<file path="src/rtl/uart_pkg.sv">
// rtl/uart_pkg.sv - shared types and constants for the uart_v2 receive path
package uart_pkg;

    typedef enum logic [2:0] {
        IDLE,
        START,
        DATA,
        STOP,
        WAIT_IDLE
    } rx_state_t;

    // Sample ticks per bit and the tick (counted from start detect) at which
    // each bit is sampled, roughly mid-bit.
    localparam int UART_OVERSAMPLE = 4;
    localparam int UART_SAMPLE_PH  = 2;
    localparam int UART_PH_W       = $clog2(UART_OVERSAMPLE);

endpackage

</file>
<file path="src/rtl/uart_baud_tick.sv">
// rtl/uart_baud_tick.sv - free-running divider producing a one-clk sample tick
module uart_baud_tick #(
    parameter int DIVISOR = 27
) (
    input  logic clk,
    input  logic reset_n,
    output logic tick
);

    localparam int CW = (DIVISOR > 1) ? $clog2(DIVISOR) : 1;
    localparam logic [CW-1:0] CNT_MAX = CW'(DIVISOR - 1);

    logic [CW-1:0] cnt;

    // Count 0..DIVISOR-1 and wrap; never stops.
    always_ff @(posedge clk or negedge reset_n) begin
        if (!reset_n) begin
            cnt <= '0;
        end else if (cnt == CNT_MAX) begin
            cnt <= '0;
        end else begin
            cnt <= cnt + CW'(1);
        end
    end

    assign tick = (cnt == CNT_MAX);

endmodule

</file>
<file path="src/rtl/uart_v2_rx.sv">
// rtl/uart_v2_rx.sv - 8N1 receiver with holding register and sticky error flags
module uart_v2_rx
    import uart_pkg::*;
#(
    parameter int DIVISOR   = 27,
    parameter int DATA_BITS = 8
) (
    input  logic                 clk,
    input  logic                 reset_n,
    input  logic                 rx_line,
    output logic [DATA_BITS-1:0] rx_data,
    output logic                 rx_valid,
    input  logic                 rx_ack,
    output logic                 frame_err,
    output logic                 overrun,
    input  logic                 err_clear,
    output logic                 rx_busy
);

    localparam int BW = $clog2(DATA_BITS + 1);
    localparam logic [BW-1:0] LAST_BIT = BW'(DATA_BITS - 1);
    localparam logic [UART_PH_W-1:0] SAMPLE_PH = UART_PH_W'(UART_SAMPLE_PH);

    logic                 tick;
    logic                 rx_meta;
    logic                 rx_s;
    logic                 armed;
    rx_state_t            state;
    rx_state_t            state_next;
    logic [UART_PH_W-1:0] ph;
    logic [UART_PH_W-1:0] ph_next;
    logic [UART_PH_W-1:0] ph_inc;
    logic                 sample;
    logic [BW-1:0]        bit_cnt;
    logic [BW-1:0]        bit_next;
    logic [DATA_BITS-1:0] shift;
    logic [DATA_BITS-1:0] shift_next;
    logic                 deliver_set;
    logic                 ferr_set;
    logic                 deliver_q;

    uart_baud_tick #(
        .DIVISOR (DIVISOR)
    ) u_tick (
        .clk     (clk),
        .reset_n (reset_n),
        .tick    (tick)
    );

    // Two-flop synchronizer; resets to the idle (high) line level.
    always_ff @(posedge clk or negedge reset_n) begin
        if (!reset_n) begin
            rx_meta <= 1'b1;
            rx_s    <= 1'b1;
        end else begin
            rx_meta <= rx_line;
            rx_s    <= rx_meta;
        end
    end

    // Arm only after seeing an idle-high line, so a reset released mid-frame
    // cannot mistake a low data bit for a start bit.
    always_ff @(posedge clk or negedge reset_n) begin
        if (!reset_n) begin
            armed <= 1'b0;
        end else if (tick && rx_s) begin
            armed <= 1'b1;
        end
    end

    // FSM state register.
    always_ff @(posedge clk or negedge reset_n) begin
        if (!reset_n) begin
            state <= IDLE;
        end else begin
            state <= state_next;
        end
    end

    // Next state, phase/bit counters and shifter; ph counts ticks since start
    // detect and a bit is sampled on the tick that brings it to SAMPLE_PH.
    always_comb begin
        state_next  = state;
        ph_next     = ph;
        bit_next    = bit_cnt;
        shift_next  = shift;
        deliver_set = 1'b0;
        ferr_set    = 1'b0;
        ph_inc      = ph + UART_PH_W'(1);
        sample      = (ph_inc == SAMPLE_PH);
        if (tick) begin
            case (state)
                IDLE: begin
                    if (armed && !rx_s) begin
                        state_next = START;
                        ph_next    = '0;
                    end
                end
                START: begin
                    ph_next = ph_inc;
                    if (sample) begin
                        if (rx_s) begin
                            state_next = IDLE;
                        end else begin
                            state_next = DATA;
                            bit_next   = '0;
                        end
                    end
                end
                DATA: begin
                    ph_next = ph_inc;
                    if (sample) begin
                        shift_next = {rx_s, shift[DATA_BITS-1:1]};
                        bit_next   = bit_cnt + BW'(1);
                        if (bit_cnt == LAST_BIT) begin
                            state_next = STOP;
                        end
                    end
                end
                STOP: begin
                    ph_next = ph_inc;
                    if (sample) begin
                        if (rx_s) begin
                            deliver_set = 1'b1;
                            state_next  = IDLE;
                        end else begin
                            ferr_set   = 1'b1;
                            state_next = WAIT_IDLE;
                        end
                    end
                end
                WAIT_IDLE: begin
                    if (rx_s) begin
                        state_next = IDLE;
                    end
                end
                default: begin
                    state_next = IDLE;
                end
            endcase
        end
    end

    // Datapath registers driven by the FSM decisions above.
    always_ff @(posedge clk or negedge reset_n) begin
        if (!reset_n) begin
            ph        <= '0;
            bit_cnt   <= '0;
            shift     <= '0;
            deliver_q <= 1'b0;
        end else begin
            ph        <= ph_next;
            bit_cnt   <= bit_next;
            shift     <= shift_next;
            deliver_q <= deliver_set;
        end
    end

    // Holding register: load on delivery unless still full and not being
    // acked this clk; a lone ack empties it.
    always_ff @(posedge clk or negedge reset_n) begin
        if (!reset_n) begin
            rx_data  <= '0;
            rx_valid <= 1'b0;
        end else if (deliver_q) begin
            if (!rx_valid || rx_ack) begin
                rx_data  <= shift;
                rx_valid <= 1'b1;
            end
        end else if (rx_ack) begin
            rx_valid <= 1'b0;
        end
    end

    // Sticky error flags; a set in the same clk as err_clear wins.
    always_ff @(posedge clk or negedge reset_n) begin
        if (!reset_n) begin
            frame_err <= 1'b0;
            overrun   <= 1'b0;
        end else begin
            if (ferr_set) begin
                frame_err <= 1'b1;
            end else if (err_clear) begin
                frame_err <= 1'b0;
            end
            if (deliver_q && rx_valid && !rx_ack) begin
                overrun <= 1'b1;
            end else if (err_clear) begin
                overrun <= 1'b0;
            end
        end
    end

    assign rx_busy = (state != IDLE);

endmodule

</file>
<file path="config.mk">
export PLATFORM = sky130hd
export DESIGN_NAME = uart_v2_rx
export DESIGN_NICKNAME = d
export VERILOG_FILES = /design/src/rtl/uart_pkg.sv /design/src/rtl/uart_baud_tick.sv /design/src/rtl/uart_v2_rx.sv
export SDC_FILE = /design/constraint.sdc
export NUM_CORES = 1
export LEC_CHECK = 0
export CORE_ASPECT_RATIO = 1.25
export CORE_UTILIZATION = 50
export DETAILED_ROUTE_END_ITERATION = 10
export PLACE_DENSITY = 0.74
export SETUP_SLACK_MARGIN = 0.15
export SYNTH_ARGS = -nofsm -noshare
export SYNTH_HDL_FRONTEND = slang
export SYNTH_SLANG_ARGS = --single-unit
</file>
<file path="constraint.sdc">
create_clock -name clk -period 1.4 [get_ports clk]
set_input_delay 0.42 -clock clk [delete_from_list [all_inputs] [get_ports clk]]
set_output_delay 0.42 -clock clk [all_outputs]
set_load 0.01 [all_outputs]
</file>
==> metrics <==
unrepaired setup endpoints after global routing=yes; root buffer cell=clkbuf_4; clk buf depth=2; TritonCTS buffer count=5; max cap viols=0; Num Clock Sinks=37; crit share post-route=119.8%; dpl hpwl=2234 um; Crit Path Category=flip-flop to primary output; Hold Crit Class=flip-flop to flip-flop; Worst-Skew Late Latency=340 ps; gp weighted congestion=0.7749; Final ANT Viol Nets=0; Flop pwr share=64.8%; Syn Area/Cell=12.24 um2; Nets=187; routed len/inst=15.93 um; Synth Net Count=144; crit path time final=1677 ps; Worst Clk Skew=16.74 ps; required time of the worst setup path=980 ps; diode count=0; overall power=1.662 mW; area share of the largest cell type after synthesis=53.39%; fillers=209; Synth Cell Area=1640 um2; combinational share of power=3.1%; crit end category=primary output; first-pass GRT wire length=5609 um; Die Y=66.04 um; setup ws final=-276.5 ps; failing checks=negative setup slack; IO buf count=16; count of pins over their slew limit=0; commonest cells after routing, fill and taps aside=35 x dfrtp_1, 16 x mux2_2, 16 x buf_4, 11 x buf_2, 10 x inv_1; Worst Path Arrival=1260 ps; Core Util, Final=73.43%; Synth area leader=dfrtp_1; PwrDens=747.4 nW/um2; initial core utilization=54.17%; clk slew on worst S/H paths=120 ps; Area after DPL=2053 um2; GR Overflow Total=0; sequential share of the synthesized area=56.60%; gr usage total=22.62%; CORE AREA=3028 um2; CTS Hold Bufs=0; Hold Vio Cnt, Final=0; sw power=0.3728 mW; Yosys reg bits=37; Synth cell types=38; Sw Share=22.44%; area delta synth->final=35.55%; CTS H-tree depth=2; slew of the pin with the lowest slew margin=404.5 ps; most common cell after layout, fill and taps aside=dfrtp_1; initial antenna violation count=0; status=complete, but fails checks; maximum vdd drop=0.0007941 V; CP Launch Type=flip-flop; Pre-antenna DRT Iters=4; critical path fanouts, max=2; vias in the first global route=1277; post-route cell area=2223 um2; Yosys Warn Count=0; Final setup violation count=18; largest net degree at the start of global routing=38; Core Rows=22; boundary pin count=17; final wirelength=3409 um; TritonCTS clock tree=done; top cells by area, synth=dfrtp_1 53%, mux2_2 11%, ha_1 3.8%; internal power=1.289 mW; via count=1193; Clock power frac=32.1%; Remaining DRCs=0; Die Span X=53.23 um; static leakage=1.084 nW; DP Cell Count=202; slew margin rel.=73.03%; Final Instance Count excl. Fillers=214; die area=3515 um2; max frequency=596.5 MHz; DR iter-0 viols=22; share of layout cells above drive strength 1=47.19%; Synth Instances=134; vias per std cell=5.575
cells by family (layout without fill, tap and decap cells):
kind of cell / count (synthesis) / in the layout / share of synthesized area (%)
mux: 18 / 18 / 12.20
simple gates: 35 / 35 / 12.36
fa+ha+maj: 5 / 5 / 3.814
flops: 37 / 37 / 56.60
compound gates: 23 / 23 / 10.45
xor+xnor: 2 / 2 / 1.068
buf+inv: 14 / 58 / 3.509
cell type report:
type | count | area (um2) | share of cell area (%)
timing repair buffer | 40 | 334.1 | 15.03
inverter | 10 | 37.54 | 1.688
clock inverter | 2 | 10.01 | 0.4502
sequential | 37 | 928.4 | 41.76
clock buffer | 6 | 41.29 | 1.857
multi-input combinational | 83 | 827.0 | 37.20
tap | 36 | 45.04 | 2.026
registers in the layout (all words and copies together) (netlist names), 2 cells and up:
register,flops
state,3
bit_cnt,4
shift,8
rx_data,8
u_tick.cnt,5
ph,2
layer usage:
metal / routed length, um / track usage, %
met2: 1856 / 37.81
met4: 76 / 9.539
met5: 0 / 0
met3: 92 / 6.207
met1: 1383 / 26.60
synth_stat cells (all sizes together):
cell type  count
a31oi          4
a211oi         1
a21oi          2
buf            2
a2111oi        1
or2b           2
inv           10
o31ai          2
mux2          16
nor3b          1
or3b           1
nand3          3
a22o           1
o22ai          2
and4b          1
xnor2          1
o32ai          1
dfrtp         35
xor2           1
nor3           2
ha             5
o41ai          1
and3           1
clkbuf         2
nor2           7
a21o           1
nand2          6
a221o          1
nand3b         1
mux2i          2
nor4bb         1
o21ai          6
or3            2
nand2b         6
dfstp          2
nand4b         1
critical path: stages, from the launching register on:
cell and delay, ps:
dfrtp_1 400, or3_4 390, buf_6 130
path summary, 6_finish.rpt:
kind                       startpoint    endpoint  slack [ps]  depth (start not counted)
max in group asynchronous     reset_n     rx_meta         700                          2
min                           rx_meta        rx_s         370                          0
max reg2reg                  state[1]  bit_cnt[1]        -250                          4
min in group asynchronous     reset_n    state[1]         440                          2
min reg2reg                   rx_meta        rx_s         370                          0
max                          state[2]     rx_busy        -280                          2
metrics by stage:
step	setup slack [ps]	hold WS (ps)	setup TNS, ps
2_1_floorplan	-62.84	124.4	-562.6
3_3_place_gp	-242.2	355.5	-3553
3_5_place_dp	-262.3	354.4	-4171
4_1_cts	-284.8	369.4	-2483
5_1_grt	-329.9	374.2	-3822
6_report	-276.5	371.9	-2397
power by group through the flow:
stage | Clock [mW] | Combinational, mW | Sequential [mW]
after floorplan | 0 | 0.00550 | 1.10
after global placement | 0 | 0.0482 | 1.10
after detailed placement | 0 | 0.0491 | 1.10
after CTS | 0.552 | 0.0516 | 1.08
after global routing | 0.604 | 0.0586 | 1.08
final | 0.533 | 0.0512 | 1.08
timing repair:
action                     in CTS  in global routing
resized for setup              69                 10
cloned                          0                  0
buffers inserted                2                  2
pin swaps                       5                  3
setup endpoints to repair      43                 37
(Power assumes the default switching activity.)
